`config.mk`:
```
export PLATFORM = sky130hd
export DESIGN_NAME = laser_host
export DESIGN_NICKNAME = d
export VERILOG_FILES = /design/src/rtl/laser_host_pkg.sv /design/src/rtl/laser_cover_chk.sv /design/src/rtl/laser_host.sv
export SDC_FILE = /design/constraint.sdc
export NUM_CORES = 1
export LEC_CHECK = 0
export ABC_AREA = 1
export ABC_CLOCK_PERIOD_IN_PS = 9150
export BUFFER_PORTS_ARGS = -buffer_cell sky130_fd_sc_hd__buf_2
export CORE_MARGIN = 1.5
export CORE_UTILIZATION = 50
export DETAILED_ROUTE_END_ITERATION = 7
export PLACE_DENSITY_LB_ADDON = 0.05
export SYNTH_ARGS = -nofsm -noshare
export SYNTH_HDL_FRONTEND = slang
export SYNTH_SLANG_ARGS = --single-unit
```
`constraint.sdc`:
```
create_clock -name CLK -period 9.15 [get_ports CLK]
set_input_delay 2.2875 -clock CLK [delete_from_list [all_inputs] [get_ports CLK]]
set_output_delay 2.2875 -clock CLK [all_outputs]
set_load 0.02 [all_outputs]
```
`src/rtl/laser_host_pkg.sv`:
```
// Shared types and constants for the laser host frame sequencer.
// Holds the FSM state encoding, default frame geometry and the squared-distance helper.
package laser_host_pkg;

  localparam int COORD_W       = 4;
  localparam int N_PTS_DEF     = 40;
  localparam int RADIUS_SQ_DEF = 16;

  typedef logic [COORD_W-1:0] coord_t;

  typedef enum logic [2:0] {
    IDLE,
    WAIT_RDY,
    SEND,
    WAIT_LOW,
    WAIT_HIGH,
    SCORE,
    REPORT
  } state_t;

  // Squared Euclidean distance; 9 bits holds 2*15^2 without wrap.
  function automatic logic [8:0] dist_sq(input coord_t ax, input coord_t ay,
                                         input coord_t bx, input coord_t by);
    coord_t     mx;
    coord_t     my;
    logic [7:0] sx;
    logic [7:0] sy;
    mx = (ax >= bx) ? (ax - bx) : (bx - ax);
    my = (ay >= by) ? (ay - by) : (by - ay);
    sx = {4'b0000, mx} * {4'b0000, mx};
    sy = {4'b0000, my} * {4'b0000, my};
    return {1'b0, sx} + {1'b0, sy};
  endfunction

endpackage

```
`src/rtl/laser_cover_chk.sv`:
```
// Combinational coverage test: is a point within the radius of either centre?
module laser_cover_chk
  import laser_host_pkg::*;
#(
  parameter int RADIUS_SQ = RADIUS_SQ_DEF
) (
  input  logic [COORD_W-1:0] px,
  input  logic [COORD_W-1:0] py,
  input  logic [COORD_W-1:0] c1x,
  input  logic [COORD_W-1:0] c1y,
  input  logic [COORD_W-1:0] c2x,
  input  logic [COORD_W-1:0] c2y,
  output logic               covered
);

  localparam logic [8:0] R_SQ = 9'(RADIUS_SQ);

  assign covered = (dist_sq(px, py, c1x, c1y) <= R_SQ) ||
                   (dist_sq(px, py, c2x, c2y) <= R_SQ);

endmodule

```
`src/rtl/laser_host.sv`:
```
// Frame sequencer: buffers a point frame, streams it to the circle-search engine,
// captures the returned centres and scores how many points they cover.
module laser_host
  import laser_host_pkg::*;
#(
  parameter int N_PTS     = N_PTS_DEF,
  parameter int RADIUS_SQ = RADIUS_SQ_DEF
) (
  input  logic               CLK,
  input  logic               RST,
  input  logic               load_en,
  input  logic [COORD_W-1:0] load_x,
  input  logic [COORD_W-1:0] load_y,
  input  logic               load_clr,
  input  logic               start,
  output logic               busy,
  output logic [COORD_W-1:0] X,
  output logic [COORD_W-1:0] Y,
  input  logic               DONE,
  input  logic [COORD_W-1:0] C1X,
  input  logic [COORD_W-1:0] C1Y,
  input  logic [COORD_W-1:0] C2X,
  input  logic [COORD_W-1:0] C2Y,
  output logic               res_valid,
  output logic [COORD_W-1:0] res_c1x,
  output logic [COORD_W-1:0] res_c1y,
  output logic [COORD_W-1:0] res_c2x,
  output logic [COORD_W-1:0] res_c2y,
  output logic [5:0]         score
);

  localparam int PTR_W = $clog2(N_PTS + 1);
  localparam int CNT_W = $clog2(N_PTS);
  localparam logic [PTR_W-1:0] PTR_FULL  = PTR_W'(N_PTS);
  localparam logic [CNT_W-1:0] CNT_LAST  = CNT_W'(N_PTS - 1);
  localparam logic [5:0]       SCORE_MAX = 6'(N_PTS);

  state_t                   state;
  logic [PTR_W-1:0]         wr_ptr;
  logic [CNT_W-1:0]         cnt;
  logic [5:0]               acc;
  logic [2*COORD_W-1:0]     pt_mem [N_PTS];
  logic [2*COORD_W-1:0]     rd_pt;
  logic [CNT_W-1:0]         rd_idx;
  logic                     full;
  logic                     wr_en;
  logic                     covered;
  logic [5:0]               acc_next;

  assign full  = (wr_ptr == PTR_FULL);
  assign wr_en = (state == IDLE) && load_en && !load_clr && !full;
  assign busy  = (state != IDLE);

  always_ff @(posedge CLK) begin
    if (wr_en) pt_mem[wr_ptr[CNT_W-1:0]] <= {load_x, load_y};
  end

  // During SEND the address runs one ahead so the output register holds point k in cycle k.
  always_comb begin
    rd_idx = cnt;
    if (state == SEND) begin
      rd_idx = (cnt == CNT_LAST) ? '0 : cnt + 1'b1;
    end else if (state != SCORE) begin
      rd_idx = '0;
    end
  end

  assign rd_pt = pt_mem[rd_idx];

  laser_cover_chk #(
    .RADIUS_SQ(RADIUS_SQ)
  ) u_cover_chk (
    .px     (rd_pt[2*COORD_W-1:COORD_W]),
    .py     (rd_pt[COORD_W-1:0]),
    .c1x    (res_c1x),
    .c1y    (res_c1y),
    .c2x    (res_c2x),
    .c2y    (res_c2y),
    .covered(covered)
  );

  assign acc_next = (covered && acc != SCORE_MAX) ? acc + 1'b1 : acc;

  always_ff @(posedge CLK or posedge RST) begin
    if (RST) begin
      state     <= IDLE;
      wr_ptr    <= '0;
      cnt       <= '0;
      acc       <= '0;
      X         <= '0;
      Y         <= '0;
      res_valid <= 1'b0;
      res_c1x   <= '0;
      res_c1y   <= '0;
      res_c2x   <= '0;
      res_c2y   <= '0;
      score     <= '0;
    end else begin
      res_valid <= 1'b0;
      X         <= '0;
      Y         <= '0;
      case (state)
        IDLE: begin
          if (start && full) begin
            state <= WAIT_RDY;
          end else if (load_clr) begin
            wr_ptr <= '0;
          end else if (wr_en) begin
            wr_ptr <= wr_ptr + 1'b1;
          end
        end
        WAIT_RDY: begin
          if (DONE) begin
            state    <= SEND;
            cnt      <= '0;
            {X, Y}   <= rd_pt;
          end
        end
        SEND: begin
          if (cnt == CNT_LAST) begin
            state <= WAIT_LOW;
            cnt   <= '0;
          end else begin
            cnt    <= cnt + 1'b1;
            {X, Y} <= rd_pt;
          end
        end
        WAIT_LOW: begin
          if (!DONE) state <= WAIT_HIGH;
        end
        WAIT_HIGH: begin
          if (DONE) begin
            res_c1x <= C1X;
            res_c1y <= C1Y;
            res_c2x <= C2X;
            res_c2y <= C2Y;
            cnt     <= '0;
            acc     <= '0;
            state   <= SCORE;
          end
        end
        SCORE: begin
          acc <= acc_next;
          if (cnt == CNT_LAST) begin
            cnt       <= '0;
            score     <= acc_next;
            res_valid <= 1'b1;
            state     <= REPORT;
          end else begin
            cnt <= cnt + 1'b1;
          end
        end
        REPORT: state <= IDLE;
        default: state <= IDLE;
      endcase
    end
  end

endmodule

```
### After elaboration in Yosys (flattened, before gate mapping)

Memory sizes are Yosys's and may differ from the RTL's.
Index checks and enable logic that the tools add are counted.

| storage, ports and cells | value |
|---|---|
| input port bits | 30 |
| output and inout port bits | 32 |
| register bits after elaboration | 52 |
| memories kept | 1 |
| RAM bits | 320 |
| logic and storage cells | 104 |

| operators by class | value |
|---|---|
| muxes and demuxes | 30 |
| $mul | 4 |
| reductions and logical operators | 21 |
| bitwise gates (word level) | 1 |
| eq/ne operators | 16 |
| add/sub/neg operators | 13 |
| order comparisons | 6 |

Memory list:

| memory | words | width | read ports | clocked after memory_dff | wr ports | line | RTL |
|---|---|---|---|---|---|---|---|
| pt_mem | 40 | 8 | 1 | 0 | 1 | laser_host.sv:42 | `logic [2*COORD_W-1:0] pt_mem [N_PTS];` |

Operators by type and width:

| kind | count |
|---|---|
| $mux W6 | 7 |
| $mul A4 B4 Y8 | 4 |
| $mux W4 | 8 |
| $sub A4 B4 Y4 | 8 |
| $pmux W6 S2 | 2 |
| $add A6 B1 Y6 const B | 3 |
| $add A8 B8 Y9 | 2 |
| $le A9 B5 Y1 const B | 2 |
| $mux W3 | 6 |
| $pmux W3 S6 | 1 |
| $ge A4 B4 Y1 | 4 |
| $pmux W4 S2 | 2 |
| $eq A6 B6 Y1 const B | 2 |
| $ne A2 B2 Y1 const B | 4 |
| $reduce_and A2 Y1 | 4 |
| $eq A3 B2 Y1 const B | 2 |
| $eq A3 B3 Y1 const B | 2 |
| $ne A2 B1 Y1 const B | 3 |
| $ne A6 B6 Y1 const B | 1 |
| $reduce_and A6 Y1 | 1 |
| $reduce_bool A2 Y1 | 3 |
| $logic_and A1 B1 Y1 | 5 |
| $mux W1 | 4 |
| $reduce_or A2 Y1 | 2 |
| 8 further kinds | 9 |

### Logic depth before layout (Yosys ltp)

An unclocked memory read counts as a cell.

| depth | value |
|---|---|
| depth in word-level cells | 13 |
| gate-level depth with buffers | 49 |
| mapped depth without buffers | 47 |

### Hierarchy

From an unflattened synthesis, not the netlist that was laid out.

| unflattened totals | value |
|---|---|
| cells, all modules | 1752 |
| area, all modules | 18400.1 µm² |

By module, submodules not included:

| module | area an instance (µm²) | cells an instance | sequential area each (µm²) | instances |
|---|---|---|---|---|
| laser_host | 15607.5 | 1351 | 10910.5 | 1 |
| laser_cover_chk | 2792.7 | 401 | 0.0 | 1 |

### Least setup slack after synthesis

Ideal clock, no wire load.

| timing path | value |
|---|---|
| path type | flip-flop to flip-flop |
| from | register cnt[0] |
| to | register acc[3] |
| arrival time | 7292 ps |
| stages on the path, launching flop included | 41 |
| path slack | 1731 ps |
| clock period less this slack | 7419 ps |
| buffers on the path | 2 |
| library setup time | 127 ps |
| data required time | 9023 ps |
| cells stage by stage | dfrtp_1 > ha_1 > nand2_1 > nor2_1 > nand2_1 > nand2_1 > nand2_2 > nand2_2 > buf_1 > nand2_1 > nand3_1 > nand3_1 > nand3_1 > nand3_1 > nand3_1 > nand2_1 > ha_1 > fa_1 > [5 not listed] > xor2_1 > or2_2 > fa_1 > fa_1 > fa_1 > inv_1 > fa_1 > ha_1 > inv_1 > fa_1 > a31o_2 > nand4_1 > nand2_1 > nand2_1 > clkbuf_1 > o21ai_0 > nand2_1 > o21ai_0 |

| between the ends | value |
|---|---|
| cells in the longest elaborated chain, start to end | 13 |
| elaborated cells on any way between the ends | 34 |
| classes of those cells | 11 x add/sub; 4 x mul; 6 x order compare; 1 x eq/ne; 9 x mux; 2 x reduce/logical; 1 x memory |

RTL lines:

| what | line | RTL |
|---|---|---|
| from (decl) | laser_host.sv:40 | `logic [CNT_W-1:0] cnt;` |
| from (signal assigned) | laser_host.sv:124 | `cnt <= cnt + 1'b1;` |
| from (signal assigned) | laser_host.sv:150 | `cnt <= cnt + 1'b1;` |
| $add A6 B1 Y6 or $eq A6 B6 Y1 (tied branches) | laser_host.sv:62 | `rd_idx = (cnt == CNT_LAST) ? '0 : cnt + 1'b1;` |
| $mux W6 | laser_host.sv:62 |  |
| $mux W6 (*) | laser_host.sv:61 | `if (state == SEND) begin` |
| $mem_v2 Z40 W8 (*) | - |  |
| $sub A4 B4 Y4, or another cell as far along | laser_host_pkg.sv:28 | `mx = (ax >= bx) ? (ax - bx) : (bx - ax);` |
| $mux W4, on equally long branches | laser_host_pkg.sv:28, laser_host_pkg.sv:29 |  |
| $mul A4 B4 Y8, on equally long branches | laser_host_pkg.sv:30, laser_host_pkg.sv:31 |  |
| $add A8 B8 Y9 | laser_host_pkg.sv:32 | `return {1'b0, sx} + {1'b0, sy};` |
| $le A9 B5 Y1, on equally long branches | laser_cover_chk.sv:18, laser_cover_chk.sv:19 |  |
| $logic_or A1 B1 Y1 (*) | laser_cover_chk.sv:18 | `assign covered = (dist_sq(px, py, c1x, c1y) <= R_SQ) \|\|` |
| $logic_and A1 B1 Y1 (*) | laser_host.sv:82 | `assign acc_next = (covered && acc != SCORE_MAX) ? acc + 1'b1 : acc;` |
| $mux W6 (*) | laser_host.sv:82 |  |
| $pmux W6 S2 (*) | laser_host.sv:102 | `case (state)` |
| to (signal assigned) | laser_host.sv:143 | `acc <= acc_next;` |
| to (decl) | laser_host.sv:41 | `logic [5:0] acc;` |

Every way passes the cells marked *; elsewhere a longest branch is shown, timed or not.
A chain may end at the register's enable or synchronous reset.

### Worst setup path in the final report

| timing path | value |
|---|---|
| from | register cnt[0] |
| to | register acc[5] |

Same word-level chain as after synthesis.

==> summary.txt <==
Worst setup path
  – Crit Path Class: flop to flop
  – Max stage delay on crit path: 0.54 ns
  – Arrival time worst endpoint: between 9 and 10 ns
  – Category of the worst setup path launch point: flop
  – Dominant cell type by count on the critical path: nand2_1
  – Maximum net fanout on the critical path: 33
  – Required time reported for the critical path endpoint: 9.62 ns
  – Critical-path cell with the highest stage delay: fa_1
  – Element type at the critical path end: flop
  – Worst setup slack for register-to-register paths: ~0.56 ns

Placement
  – Input/output buffers: 61
  – Cell Count Post-Placement: 2,216
  – Estimated wirelength of the detail-placed design: just under 30,000 µm
  – Weighted congestion at the end of routability-driven global placement: about 0.87

Clock tree
  – Deepest clock path buffer count: 3
  – Cts bufs inserted: 41
  – Number of buffers added to fix hold violations after cts: 0
  – TritonCTS clock tree: yes
  – Cell at the root of the clock tree: clkbuf_16
  – Number of setup buffers added after CTS: 0
  – CTS H-tree depth: 2
  – Skew-Pair Late Insertion Delay: 0.56 ns
  – Number of gates given a new drive strength after cts: 0
  – Sink Count: 372
  – Clock slew seen by the registers of the worst setup and hold paths: 0.05 ns

Synth
  – Mapped Cells: 1,751
  – Post-synth top area share: a little over half
  – Synth async-reset ratio: 13.98%
  – Unique cell type count in the Yosys netlist: 38
  – Post-synth top area cell: edfxtp_1
  – Combined area of all synthesized cells: 18,240 µm²
  – Avg Inst Size Synth: about 10 µm²
  – YS warnings: 0
  – Count of state elements after synthesis: 372
  – Synth top area cells: edfxtp_1 53%, nand3_1 10%, dfrtp_1 7.1%, nand2_1 6.0%, ha_1 4.9%
  – Ys flop type: edfxtp_1
  – Synthesized netlist net count: approximately 1,900
  – Post-synth EDFFs: between 300 and 400
  – Share of synthesized area occupied by flip-flops and latches: 59.82%

Die
  – Initial standard-cell utilization of the core: 51.03%
  – Die width: between 150 and 200 µm
  – Rows: 69
  – Number of top-level design ports: 62
  – DIE AREA: 37,630 µm²
  – Core box area: 35,740 µm²
  – Die height: 194.0 µm

Global routing
  – First-pass GRT wire length: 70,720 µm
  – Combined global-route utilization of all metal layers: between 20% and 30%
  – Maximum number of pins on one net before global-route repair: 89
  – Vias in the first global route: ~12,000
  – Remaining Overflow, GRT: 0
  – Antenna violations before repair: 0

STA
  – RSZ-0062 raised after global routing: no
  – Post-layout min period: 8.594 ns
  – Worst Clk Skew: 0.01765 ns
  – Highest clock rate: 116.4 MHz
  – Slew @ Worst Pin: 0.9480 ns
  – Number of hold-slack violations in the final timing report: 0
  – Total setup violations reported at the end of the flow: 0
  – Final-report max-slew violation count: 0
  – Worst-case hold slack: 0.4722 ns
  – Fin Setup TNS: 0 ns
  – Worst max-slew margin expressed relative to the limit: 36.80%
  – Final critical-path share of the clock period: 93.93%

Status
  – Violations in the final reports: design-rule violations
  – Status: complete, but fails checks

Finish
  – Number of antenna cells inserted: 0
  – Area growth, synth to finish: 11.76%
  – Total number of nets in the final design: 1,930
  – Layout cell share with drive strength beyond 1: 8.698%
  – Non-filler instance count after layout: 2,289
  – Fill cells: roughly 3,000

Routing
  – Total Routed Length: between 40,000 and 50,000 µm
  – Average vias per placed instance: 5.519
  – Drt first pass iters: 8
  – Routed wire per std cell: 19.98 µm
  – # DRC: 10
  – Via count: roughly 13,000
  – Violation count after the first detailed-route iteration: 817
  – Post-DRT Antenna Nets: 0

Worst hold path
  – Hold/Removal Path Class: flop to flop

Job
  – Maximum capacitance violations: 0
==> layer usage <==
metal  global-route usage (%)  up-vias  wire [µm]
met5                        0        -          0
met4                    7.234        0       1054
met3                    3.809       64       2819
met2                    40.95      402      21940
met1                    32.89     6095      19930
li1                         -     6071          -
==> per-stage QoR <==
stage                     worst slack, ns  utilization [%]  instance area (µm²)
after floorplan                     1.731                -                18240
final                              0.5556            57.03                20380
after global placement             0.7640            53.32                19060
after global routing             0.003228            57.03                20380
after CTS                          0.4801            56.90                20340
after detailed placement           0.5026            53.32                19060
==> cells in the final DEF (no fill, tap or decap), types with 6 or more instances in the layout <==
| cell | count |
|---|---|
| buf_2 | 61 |
| nand3b_1 | 18 |
| nand3_1 | 368 |
| o21ai_1 | 7 |
| clkinv_2 | 7 |
| nand2_1 | 291 |
| fa_1 | 30 |
| o21ai_0 | 39 |
| inv_1 | 210 |
| xor2_1 | 13 |
| edfxtp_1 | 320 |
| o211ai_1 | 9 |
| o221ai_1 | 6 |
| o22ai_1 | 8 |
| nor2_1 | 132 |
| dfrtp_1 | 52 |
| nor3_1 | 9 |
| or2_2 | 8 |
| xnor2_1 | 6 |
| clkbuf_16 | 43 |
| buf_4 | 9 |
| clkinv_1 | 13 |
| ha_1 | 71 |
| o21bai_1 | 8 |
| clkbuf_1 | 6 |
| buf_12 | 8 |
| a21oi_1 | 40 |
==> cell usage after synthesis (2+ instances only) <==
cell type	count
nand3_1	368
edfxtp_1	320
nand2_1	291
inv_1	212
nor2_1	132
ha_1	71
dfrtp_1	52
a21oi_1	40
o21ai_0	40
clkbuf_1	35
fa_1	30
buf_2	27
nand3b_1	18
xor2_1	13
buf_1	9
nor3_1	9
o211ai_1	9
o22ai_1	9
o21bai_1	8
or2_2	8
o21ai_1	6
o221ai_1	6
xnor2_1	6
nand4_1	5
a211oi_1	4
buf_4	4
inv_2	4
nand2_2	4
a31o_2	2
==> cell families after synthesis <==
group	count (synthesis)	synth area share, %
flops	372	59.82
xor+xnor	19	0.9125
buf+inv	291	6.257
fa+ha+maj	101	8.164
simple gates	840	20.64
mux	2	0.1166
compound gates	126	4.089
==> critical path, delay by kind of cell (launching register included) <==
family	cells	cell delay [ns]
AOI/OAI and AO/OA	2	0.38
and+or+nand+nor	21	3.01
muxes	1	0.32
buffers and inverters	5	0.51
xor gates and xnor gates	2	0.45
adders and majority gates	9	3.35
DFF	1	0.43
==> path summary, 6_finish.rpt <==
kind,startpoint,end,cells after the start
worst max-delay path,cnt[0],acc[5],40
worst min-delay path,score[0],score[0],2
worst max register to register,cnt[0],acc[5],40
worst min register to register,score[0],score[0],2
max in group asynchronous,RST,wr_ptr[2],3
min in group asynchronous,RST,acc[3],3
==> final cells by class <==
type                    instances  area [µm²]  share of cell area (%)
flip-flops and latches        372       10910                   53.53
multi-input cells            1088        6218                   30.51
clock buffers                  48        1074                   5.267
inverters                     216       810.8                   3.978
repair buffers                 80       585.6                   2.873
well taps                     461       576.8                   2.830
clock inverters                24       206.4                   1.013
==> sequential cells by signal (all words and copies together) (netlist names) <==
register	flops
X	4
Y	4
acc	6
cnt	6
pt_mem	320
res_c1x	4
res_c1y	4
res_c2x	4
res_c2y	4
res_valid	1
score	6
state	3
wr_ptr	6
Power is not shown: default switching activity piles up to over one toggle a cycle in this logic, so the estimate is an artifact.
